### src/rtl/hs_pkg.sv
// Shared types and constants for the hard-swish lane unpacker.
package hs_pkg;

    localparam int unsigned DATA_WIDTH = 21;
    localparam int unsigned FRAC_BITS  = 7;
    localparam int unsigned LANES      = 4;
    localparam int unsigned OUT_WIDTH  = 8;

    localparam int unsigned LANE_W = DATA_WIDTH + 1;
    localparam int unsigned SUM_W  = LANE_W + 1;
    localparam int unsigned WORD_W = LANE_W * LANES;
    localparam int unsigned CNT_W  = $clog2(LANES);

    typedef enum logic {
        EMPTY = 1'b0,
        DRAIN = 1'b1
    } state_t;

    typedef logic [LANES-1:0][LANE_W-1:0] word_t;

    // Half-LSB of the output grid, added before the shift for round-half-up.
    function automatic logic [SUM_W-1:0] round_const();
        return SUM_W'(1) << (FRAC_BITS - 1);
    endfunction

endpackage

### src/rtl/hs_requant.sv
// Combinational requantizer: Q(FRAC_BITS) lane -> signed OUT_WIDTH integer.
// HS_UNPACK_SAT_EN selects saturation; otherwise the result wraps.
module hs_requant
    import hs_pkg::*;
(
    input  logic signed [LANE_W-1:0]    x,
    output logic signed [OUT_WIDTH-1:0] y
);

    logic signed [SUM_W-1:0] sum;
    logic signed [SUM_W-1:0] r;

    // One guard bit above the lane so the rounding add never overflows.
    assign sum = $signed({x[LANE_W-1], x}) + $signed(round_const());
    assign r   = sum >>> FRAC_BITS;

`ifdef HS_UNPACK_SAT_EN
    localparam logic signed [SUM_W-1:0] MAX_V =
        {{(SUM_W-OUT_WIDTH+1){1'b0}}, {(OUT_WIDTH-1){1'b1}}};
    localparam logic signed [SUM_W-1:0] MIN_V =
        {{(SUM_W-OUT_WIDTH+1){1'b1}}, {(OUT_WIDTH-1){1'b0}}};

    always_comb begin
        y = r[OUT_WIDTH-1:0];
        if (r > MAX_V) begin
            y = MAX_V[OUT_WIDTH-1:0];
        end else if (r < MIN_V) begin
            y = MIN_V[OUT_WIDTH-1:0];
        end
    end
`else
    logic unused_hi;

    assign y         = r[OUT_WIDTH-1:0];
    assign unused_hi = ^r[SUM_W-1:OUT_WIDTH];
`endif

endmodule

### src/rtl/hs_lane_unpacker.sv
// Single-word buffer that streams LANES requantized activations one per cycle.
// Optional feature macro: HS_UNPACK_SAT_EN (saturating requantization).
module hs_lane_unpacker
    import hs_pkg::*;
(
    input  logic                        clk,
    input  logic                        rst,
    input  logic [WORD_W-1:0]           in_data,
    input  logic                        in_valid,
    output logic                        in_ready,
    output logic signed [OUT_WIDTH-1:0] out_data,
    output logic [CNT_W-1:0]            out_lane,
    output logic                        out_last,
    output logic                        out_valid,
    input  logic                        out_ready
);

    localparam logic [CNT_W-1:0] LAST_LANE = CNT_W'(LANES - 1);

    state_t             state_q;
    state_t             state_d;
    logic [CNT_W-1:0]   cnt_q;
    logic [CNT_W-1:0]   cnt_d;
    word_t              word_q;
    logic               load;
    logic               at_last;
    logic signed [LANE_W-1:0] lane_sel;

    assign at_last  = (cnt_q == LAST_LANE);
    assign in_ready = (state_q == EMPTY) || (at_last && out_ready);
    assign load     = in_valid && in_ready;

    // State register, lane counter and held word.
    always_ff @(posedge clk) begin
        if (rst) begin
            state_q <= EMPTY;
            cnt_q   <= '0;
            word_q  <= '0;
        end else begin
            state_q <= state_d;
            cnt_q   <= cnt_d;
            if (load) begin
                word_q <= word_t'(in_data);
            end
        end
    end

    // Next-state: advance on accepted lanes; a load on the last lane restarts at lane 0.
    always_comb begin
        state_d = state_q;
        cnt_d   = cnt_q;
        if (state_q == DRAIN && out_ready) begin
            if (!at_last) begin
                cnt_d = cnt_q + CNT_W'(1);
            end else begin
                state_d = EMPTY;
                cnt_d   = '0;
            end
        end
        if (load) begin
            state_d = DRAIN;
            cnt_d   = '0;
        end
    end

    assign lane_sel  = $signed(word_q[cnt_q]);
    assign out_valid = (state_q == DRAIN);
    assign out_lane  = cnt_q;
    assign out_last  = at_last && out_valid;

    hs_requant u_requant (
        .x (lane_sel),
        .y (out_data)
    );

endmodule

### config.mk
export PLATFORM = sky130hd
export DESIGN_NAME = hs_lane_unpacker
export DESIGN_NICKNAME = d
export VERILOG_FILES = /design/src/rtl/hs_pkg.sv /design/src/rtl/hs_requant.sv /design/src/rtl/hs_lane_unpacker.sv
export SDC_FILE = /design/constraint.sdc
export NUM_CORES = 1
export LEC_CHECK = 0
export BUFFER_PORTS_ARGS = -buffer_cell sky130_fd_sc_hd__buf_2
export CAP_MARGIN = 30
export CORE_MARGIN = 2
export CORE_UTILIZATION = 43
export DETAILED_ROUTE_END_ITERATION = 7
export PLACE_DENSITY = 0.9
export SETUP_SLACK_MARGIN = 0.15
export SYNTH_ARGS = -nofsm -noshare
export SYNTH_HDL_FRONTEND = slang
export SYNTH_SLANG_ARGS = --single-unit
### constraint.sdc
create_clock -name clk -period 2.25 [get_ports clk]
set_input_delay 0 -clock clk [delete_from_list [all_inputs] [get_ports clk]]
set_output_delay 0 -clock clk [all_outputs]
set_load 0.05 [all_outputs]
==> impl_metrics.py <==
metrics = {
    "clocking": {
        "cts_tree": "yes",
        "path_clk_slew_ns": 0.07,
        "clockBufferDepth": 2,
        "cts_root_buffer": "clkbuf_8",
        "cts_buffers": 5,
        "clock_sinks": 39,
        "clk_latency_ns": 0.29,
        "h-tree-depth": 2,
    },
    "sta": {
        "worst_pin_slew_ns": 0.666,
        "relSlewSlack_pct": 55.6,
        "setup_viol": 0,
        "fin_crit_ns": 2.06,
        "rsz0062_at_grt": "true",
        "setup_tns_ns": 0,
        "fmax_mhz": 485,
        "finalCritPeriodShare_pct": 91.6,
        "clock_skew_ns": 0.00845,
        "hold_viol": 0,
        "final_max_slew_viol_count": 0,
    },
    "worst_setup_path": {
        "crit_arrival_ns": 2.06,
        "crit_required_ns": 2.25,
        "worstPathCellList": "mux4_2 > ha_2 > nand3_2 > nor2_2 > xor2_4 > buf_4",
        "cp_num_buf_inv": 1,
        "critPathLaunchType": "register",
        "r2r_slack_ns": 0.44,
        "critical_path.endpoint_type": "output pin",
        "criticalPathCategory": "register to output pin",
        "r2r-end": "word_q[52]",
        "critPathMaxFanout": 6,
        "cp_slowest_cell": "mux4_2",
        "cpPeakStageDelay_ns": 0.57,
        "worst-r2r-cell-count": 7,
        "r2r_start": "out_lane[0]",
        "cp_top_family": "multiplexers",
    },
    "floorplanning": {
        "die_h_um": 67.7,
        "pin_count": 105,
        "num_rows": 23,
        "fp.dieW_um": 67.7,
        "core-area_mm2": 0.00394,
        "initial_utilization_pct": 44.2,
        "dieArea_mm2": 0.00458,
    },
    "grt": {
        "antenna_found_initial": 0,
        "grt_pass1_wl_um": 7200,
        "grtUsageTotal_pct": 21.7,
        "grt.overflow.total": 0,
        "grt_max_degree": 40,
        "grt_pass1_vias": 1626,
    },
    "power_and_ir_drop": {
        "p_per_area_mw_per_mm2": 578,
        "p_seq_share_pct": 49.9,
        "p_int_mw": 1.09,
        "power_frac_comb_pct": 20.7,
        "power.leakage_nw": 1.13,
        "clock_power_share_pct": 29.5,
        "switchingPower_mw": 0.415,
        "ir_worst_vdd_uv": 492,
        "switching_share_pct": 27.6,
    },
    "job": {
        "drv_cap": 0,
    },
    "drt": {
        "wire_per_inst_um": 13.1,
        "drt_first_pass_iters": 4,
        "finalWirelength_um": 4510,
        "viasPerCell": 4.95,
        "drcViolationCount": 0,
        "drtAntennaViolNets": 0,
        "drtIter0Drc": 50,
        "vias": 1699,
    },
    "synthesis": {
        "syn_nets": 295,
        "ys_seq_elements": 39,
        "synth.distinct_cells": 23,
        "synth_top_area_share_pct": 44.8,
        "avgSynthCellArea_um2": 8.68,
        "synth_top_area_cell": "dfxtp_1",
        "syn_inst": 201,
        "syn-cell-area_mm2": 0.00174,
        "ys_seq_area_share_pct": 44.8,
        "netlist_top_cells_area": "dfxtp_1 (45%), nand2_1 (17%), a21oi_1 (11%)",
        "yosysWarnings": 0,
    },
    "cells_and_area": {
        "nets": 386,
        "mostFrequentLayoutCells": "nand2_1 (76), buf_2 (49), a21oi_1 (38)",
        "n_antenna_cell": 0,
        "final_util_pct": 66.0,
        "nFillCells": 328,
        "multi_input_comb_area_um2": 963,
        "instances_no_fill": 343,
        "drive_gt1_share_pct": 32.1,
        "seqCellArea_um2": 788,
        "final_common_cell": "nand2_1",
        "area_growth_pct": 49.1,
    },
    "placement": {
        "gp_congestion": 0.726,
        "dp.cells": 295,
        "dp_hpwl_um": 2770,
        "port_buffers": 52,
    },
    "min_path": {
        "hold_path_end": "out_valid",
        "hold_class": "input port to register",
        "hold_depth": 3,
        "hold_start": "out_ready",
    },
    "run_status": {
        "status": "completed",
    },
}
how the worst max path moves through the flow:
stage | startpoint | end | slack, ns | depth (start not counted)
5_1_grt | out_lane[0] | out_data[5] | 0.12 | 6
3_5_place_dp | out_lane[0] | out_data[5] | 0.13 | 6
4_1_cts | out_lane[0] | out_data[5] | 0.13 | 6
3_3_place_gp | out_lane[0] | out_data[5] | 0.16 | 6
6_report | out_lane[0] | out_data[5] | 0.19 | 6
2_1_floorplan | out_lane[0] | out_data[7] | 0.007 | 6
cells by family after synthesis:
group | synth area share, %
xor gates and xnor gates | 3.52
buffers and inverters | 4.38
AOI/OAI and AO/OA | 11.5
DFF | 44.8
adders and majority gates | 1.43
and+or+nand+nor | 21.2
muxes | 13.3
registers in the layout (all words and copies together) (netlist names):
| name | count |
|---|---|
| out_lane | 2 |
| word_q | 36 |
| out_valid | 1 |
worst register-to-register path: stages (launching register included):
cell	delay (ns)
dfxtp_4	0.38
buf_4	0.16
ha_1	0.24
a21bo_2	0.23
and2_2	0.28
buf_4	0.21
nand2_1	0.08
a21oi_1	0.07
cell usage after synthesis, drive strengths merged:
| master | n |
|---|---|
| and2 | 2 |
| nor3 | 2 |
| nand2 | 77 |
| nand4 | 1 |
| xor2 | 3 |
| clkbuf | 4 |
| mux4 | 9 |
| inv | 1 |
| nor3b | 1 |
| xnor2 | 4 |
| and4 | 1 |
| ha | 2 |
| mux2 | 1 |
| a21oi | 38 |
| buf | 9 |
| mux2i | 1 |
| nor2 | 3 |
| nand3 | 2 |
| a21bo | 1 |
| dfxtp | 39 |
what timing repair did:
item / 4_1_cts / 5_1_grt
endpoints found under the hold margin: 37 / 0
setup buffers: 2 / 1
resized for setup: 10 / 5
hold buffers: 37 / 0
endpoints found under the setup margin: 6 / 13
pin swaps: 0 / 1
gates cloned: 0 / 0
metrics by stage:
step                instance area (µm²)  total power [mW]  hold WS, ns  setup slack (ns)
floorplan                          1810             0.941        0.129           0.00713
global placement                   2100              1.01        0.242             0.161
detailed placement                 2100              1.02        0.247             0.130
CTS                                2580              1.51       0.0805             0.131
global route                       2600              1.58        0.100             0.122
finish                             2600              1.50       0.0841             0.188
power groups by stage:
stage               sequential, mW  combinational (mW)  clock [mW]
floorplan                    0.767               0.174           0
global placement             0.765               0.243           0
detailed placement           0.768               0.248           0
CTS                          0.750               0.304       0.455
global route                 0.755               0.338       0.483
finish                       0.750               0.311       0.443
layout make-up:
| type | count | share of cell area, % |
|---|---|---|
| Sequential cell | 39 | 30.3 |
| Tap cell | 50 | 2.41 |
| Clock buffer | 7 | 2.93 |
| Timing Repair Buffer | 97 | 27.0 |
| Clock inverter | 1 | 0.192 |
| Multi-Input combinational cell | 148 | 37.0 |
| Inverter | 1 | 0.144 |
layer usage:
metal	GRT usage (%)	part of all wire (%)	up-vias
li1	-	-	850
met1	24.4	41	793
met2	38.5	52	42
met3	3.33	3.6	14
met4	12.8	3.6	0
met5	0	0	-
Note: power is estimated with default switching activity, not from simulation.
